--- src/rtl/avr_cpu_pkg.sv ---
// Shared AVR core constants: SREG flag positions, pointer pair bases, register count.
package avr_cpu_pkg;

  localparam int REG_COUNT = 32;

  localparam int SREG_C = 0;
  localparam int SREG_Z = 1;
  localparam int SREG_N = 2;
  localparam int SREG_V = 3;
  localparam int SREG_S = 4;
  localparam int SREG_H = 5;
  localparam int SREG_T = 6;
  localparam int SREG_I = 7;

  localparam logic [4:0] X_BASE = 5'd26;
  localparam logic [4:0] Y_BASE = 5'd28;
  localparam logic [4:0] Z_BASE = 5'd30;

  // Bits selected by mask take the new value, all others keep the current one.
  function automatic logic [7:0] sreg_merge(input logic [7:0] cur,
                                            input logic [7:0] mask,
                                            input logic [7:0] data);
    return (cur & ~mask) | (data & mask);
  endfunction

endpackage

--- src/rtl/avr_cpu_sreg.sv ---
// AVR status register with per-bit write mask; a zero mask holds the current value.
module avr_cpu_sreg
  import avr_cpu_pkg::*;
#(
  parameter logic [7:0] SREG_RESET = 8'h00
) (
  input  logic       clk,
  input  logic       rst,
  input  logic [7:0] wr_mask,
  input  logic [7:0] wr_data,
  output logic [7:0] sreg
);

  logic [7:0] sreg_reg;
  logic [7:0] sreg_next;

  assign sreg_next = sreg_merge(sreg_reg, wr_mask, wr_data);

  always_ff @(posedge clk or posedge rst) begin
    if (rst) begin
      sreg_reg <= SREG_RESET;
    end else begin
      sreg_reg <= sreg_next;
    end
  end

  assign sreg = sreg_reg;

endmodule

--- src/rtl/avr_cpu_regfile.sv ---
// AVR general register file r0..r31 plus SREG. Reads are combinational with no
// write bypass; byte and aligned pair writes land on the rising edge.
module avr_cpu_regfile
  import avr_cpu_pkg::*;
#(
  parameter logic [7:0] REG_RESET  = 8'h00,
  parameter logic [7:0] SREG_RESET = 8'h00
) (
  input  logic        clk,
  input  logic        rst,
  input  logic [4:0]  r_addr,
  input  logic [4:0]  d_addr,
  output logic [7:0]  r_out,
  output logic [7:0]  d_out,
  output logic [15:0] d_word_out,
  input  logic        wr_en,
  input  logic        wr_word,
  input  logic [4:0]  wr_addr,
  input  logic [7:0]  wr_data,
  input  logic [7:0]  wr_data_hi,
  output logic [7:0]  status_out,
  input  logic [7:0]  sreg_wr_mask,
  input  logic [7:0]  sreg_wr_data,
  output logic [15:0] x_ptr,
  output logic [15:0] y_ptr,
  output logic [15:0] z_ptr
);

  logic [7:0] regs_reg  [REG_COUNT];
  logic [7:0] regs_next [REG_COUNT];

  logic       word_ok;
  logic       byte_ok;
  logic [4:0] wr_hi_addr;
  logic [4:0] d_lo_addr;
  logic [4:0] d_hi_addr;

  // An odd-based pair write is dropped entirely, including its low byte.
  assign word_ok    = wr_en && wr_word && !wr_addr[0];
  assign byte_ok    = wr_en && !wr_word;
  assign wr_hi_addr = {wr_addr[4:1], 1'b1};

  genvar gi;
  generate
    for (gi = 0; gi < REG_COUNT; gi++) begin : g_reg
      logic lo_we;
      logic hi_we;
      assign lo_we = (byte_ok || word_ok) && (wr_addr == 5'(gi));
      assign hi_we = word_ok && (wr_hi_addr == 5'(gi));
      assign regs_next[gi] = lo_we ? wr_data :
                             hi_we ? wr_data_hi : regs_reg[gi];
    end
  endgenerate

  always_ff @(posedge clk or posedge rst) begin
    if (rst) begin
      for (int i = 0; i < REG_COUNT; i++) begin
        regs_reg[i] <= REG_RESET;
      end
    end else begin
      regs_reg <= regs_next;
    end
  end

  assign d_lo_addr = {d_addr[4:1], 1'b0};
  assign d_hi_addr = {d_addr[4:1], 1'b1};

  assign r_out      = regs_reg[r_addr];
  assign d_out      = regs_reg[d_addr];
  assign d_word_out = {regs_reg[d_hi_addr], regs_reg[d_lo_addr]};

  assign x_ptr = {regs_reg[X_BASE + 5'd1], regs_reg[X_BASE]};
  assign y_ptr = {regs_reg[Y_BASE + 5'd1], regs_reg[Y_BASE]};
  assign z_ptr = {regs_reg[Z_BASE + 5'd1], regs_reg[Z_BASE]};

  avr_cpu_sreg #(
    .SREG_RESET (SREG_RESET)
  ) u_sreg (
    .clk     (clk),
    .rst     (rst),
    .wr_mask (sreg_wr_mask),
    .wr_data (sreg_wr_data),
    .sreg    (status_out)
  );

  always_ff @(posedge clk) begin
    if (!rst) begin
      odd_word_write: assert (!(wr_en && wr_word && wr_addr[0]))
        else $warning("odd-base pair write to r%0d ignored", wr_addr);
    end
  end

endmodule

--- config.mk ---
export PLATFORM = sky130hd
export DESIGN_NAME = avr_cpu_regfile
export DESIGN_NICKNAME = d
export VERILOG_FILES = /design/src/rtl/avr_cpu_pkg.sv /design/src/rtl/avr_cpu_sreg.sv /design/src/rtl/avr_cpu_regfile.sv
export SDC_FILE = /design/constraint.sdc
export NUM_CORES = 1
export LEC_CHECK = 0
export ABC_AREA = 0
export CORE_MARGIN = 8
export CORE_UTILIZATION = 60
export DETAILED_ROUTE_END_ITERATION = 12
export MAX_ROUTING_LAYER = met4
export PLACE_DENSITY = 0.82
export SLEW_MARGIN = 20
export SYNTH_ARGS = -nofsm -noshare
export SYNTH_HDL_FRONTEND = slang
export SYNTH_SLANG_ARGS = --single-unit
--- constraint.sdc ---
create_clock -name clk -period 22.4 [get_ports clk]
set_input_delay 2.24 -clock clk [delete_from_list [all_inputs] [get_ports clk]]
set_output_delay 2.24 -clock clk [all_outputs]
set_load 0.005 [all_outputs]
==> results.md <==
* Pwr dens at 91.3 mW/mm2
* Final clock skew at 0 ns
* Layout fillers at 2,060
* Crit-path max cell delay at 0.75 ns
* Area of the multi-input gates at 0.00947 mm2
* Worst VDD drop at 73.2 uV
* Combinational share of power at 0.291
* CP Buf/Inv Count at 3
* First-pass GRT wire length at 89,600 um
* CTS tree: done
* Place WS at 14.53 ns
* Clock sinks at 264
* Core ar. at 0.0279 mm2
* Wire per inst at 28.8 um
* Post-synthesis sequential area ratio at 0.389
* Data arrival, critical path at 5.77 ns
* Synth Cell Area at 0.0170 mm2
* Rows at 61
* Max Cap Viol at 0
* Total chip power at 0.00174 W
* Area Growth Syn to Fin at 12.1%
* Count of cell types in the netlist at 40
* Startpoint Class: input pin
* CTS root buf: clkbuf_16
* Synth async-reset ratio at 1.00
* Worst hold path class: flip-flop to flip-flop
* FF+latch area at 0.00661 mm2
* Setup TNS at 0 ns
* CP max FO at 69
* Drc violations at 0
* CTS Buf Count at 28
* Cells after Synth at 1,656
* Sw frac at 0.331
* CP Capture Type: output pin
* WS Path Type: input pin to output pin
* Clock latency on the worst-skew pair at 0.55 ns
* Outcome: finished, final reports clean
* Detailed Route WL at 59,400 um
* Average cell area after synthesis at 10.3 um2
* Grt total ovfl at 0
* H-tree lvl count at 1
* Initial drt markers at 2,456
* Largest register FFs at 208
* Fin crit share at 0.358
* Worst-Margin Slew at 1.11 ns
* R2R cell count at 2
* Die width at 184 um
* Post-synth EDFFs at 0
* Share of cells above drive strength 1 at 0.229
* CP max-delay cell: a2111oi_0
* Number of global-route vias before repair at 14,000
* Total GRT Usage at 0.360
* Largest net degree at the start of global routing at 109
* Worst Hold Depth at 1
* Max Transition Viols Final at 0
* FMAX at 125 MHz
* Switch Pwr at 0.000577 W
* Final worst slack at 14.39 ns
* Synth Register Bits at 264
* Max clock buf depth at 3
* Reg2Reg Setup Slack at 21.47 ns
* Slew HR at 0.258
* Die height at 184 um
* P_int at 0.00116 W
* # resized after CTS at 0
* DR vias at 14,700
* Final nets at 1,714
* RSZ-0062 raised after global routing: false
* Sequential share of power at 0.415
* Initial antenna violation count at 0
* Vias per inst at 7.14
* Final Critical Period at 8.01 ns
* DP HPWL at 42,100 um
* Lkg Pwr at 8.09 nW
* Prevailing post-synth register cell: dfrtp_1
* Clock slew seen by the registers of the worst setup and hold paths at 0.06 ns
* PortBufs at 138
* Count of final hold-check violations at 0
* Drt pass-1 iters at 8
* CP Depth at 8
* Clock power share at 0.294
* Yosys synthesis warning count at 0
* Required time of the critical path at 20.16 ns
* Utilization after layout at 0.684
* Die area at 0.0340 mm2
* Worst-path cell chain: buf_4 -> buf_4 -> mux2_2 -> o22ai_1 -> a2111oi_0 -> a21oi_1 -> o211ai_1 -> clkdlybuf4s50_1
* Hold buffer count at CTS at 0
* Postcts setup bufs at 0
* Top Family by Delay on Critical Path: buffers and inverters
* CP dominant cell by count: buf_4
* Starting Density at 0.610
* Ports placed on the boundary at 139
* Syn_nets at 1,707
* ANT cells at 0
* Routability Congestion at 1.09
* Final setup violation count at 0
* Post-route ant nets at 0
synth_stat cells (all sizes together) (12+ instances only):
cell type  number  area share
a21oi          55       0.016
a22oi          30       0.013
a31oi         106       0.039
and2           12      0.0044
buf            97       0.036
clkbuf         80       0.018
dfrtp         264        0.39
mux2          189        0.13
mux2i          74       0.044
mux4          116        0.15
nand2         316       0.070
nand3          18      0.0053
nor2          177       0.039
nor2b          18      0.0066
nor3           25      0.0077
o22ai          20      0.0074
cell usage in the layout, fill, tap and decap left out, types with 10 or more instances in the layout:
master,count
and2_1,10
nor3_1,23
dfrtp_1,264
clkdlybuf4s50_1,130
buf_4,17
mux2_2,189
mux2i_1,74
nor2_1,176
a31oi_1,106
clkbuf_16,29
a21oi_1,55
nand2_1,316
mux4_2,116
nor2b_1,18
o22ai_1,20
nand3_1,18
a22oi_1,30
layout make-up:
cell class | instances | share of cell area
tap | 378 | 0.0248
clock buffer | 36 | 0.0421
sequential | 264 | 0.347
timing repair buffer | 154 | 0.0772
inverter | 4 | 0.00118
clock inverter | 16 | 0.0112
multi-input combinational | 1211 | 0.497
logic make-up (layout without fill, tap and decap cells):
group,Yosys count,after routing,share of synthesized area
buffers and inverters,181,210,0.0549
DFF,264,264,0.389
muxes,379,379,0.323
and+or+nand+nor,585,585,0.141
AOI/OAI and AO/OA,247,247,0.0931
worst paths after layout:
kind	startpoint	endpoint
worst max-delay path	d_addr[2]	d_out[6]
worst max register to register	y_ptr[14]	y_ptr[14]
worst min-delay path	flip-flop	flip-flop
worst min register to register	flip-flop	flip-flop
max in group asynchronous	rst	regs_reg[238]
min in group asynchronous	rst	async pin
through the flow:
step	cells	hold slack, ns	area [um2]
after floorplan	1656	0.464	17000
after global placement	2011	0.483	18000
after detailed placement	2011	0.497	18000
after CTS	2063	0.513	19000
after global routing	2063	0.522	19100
final	2063	0.512	19100
power by group through the flow:
stage	combinational [W]	sequential (W)	clock, W
floorplan	0.000343	0.000650	0
global placement	0.000479	0.000708	0
detailed placement	0.000492	0.000715	0
CTS	0.000496	0.000708	0.000512
global route	0.000535	0.000726	0.000533
finish	0.000506	0.000722	0.000512
layer usage:
layer,routed length [um],GRT usage,up-vias,part of all wire
li1,-,-,6008,-
met1,22400,0.488,7236,0.38
met2,25200,0.498,1256,0.42
met3,8520,0.0975,230,0.14
met4,3310,0.166,0,0.056
met5,0,-,-,0
No activity file was read; power rests on OpenSTA's default activity.
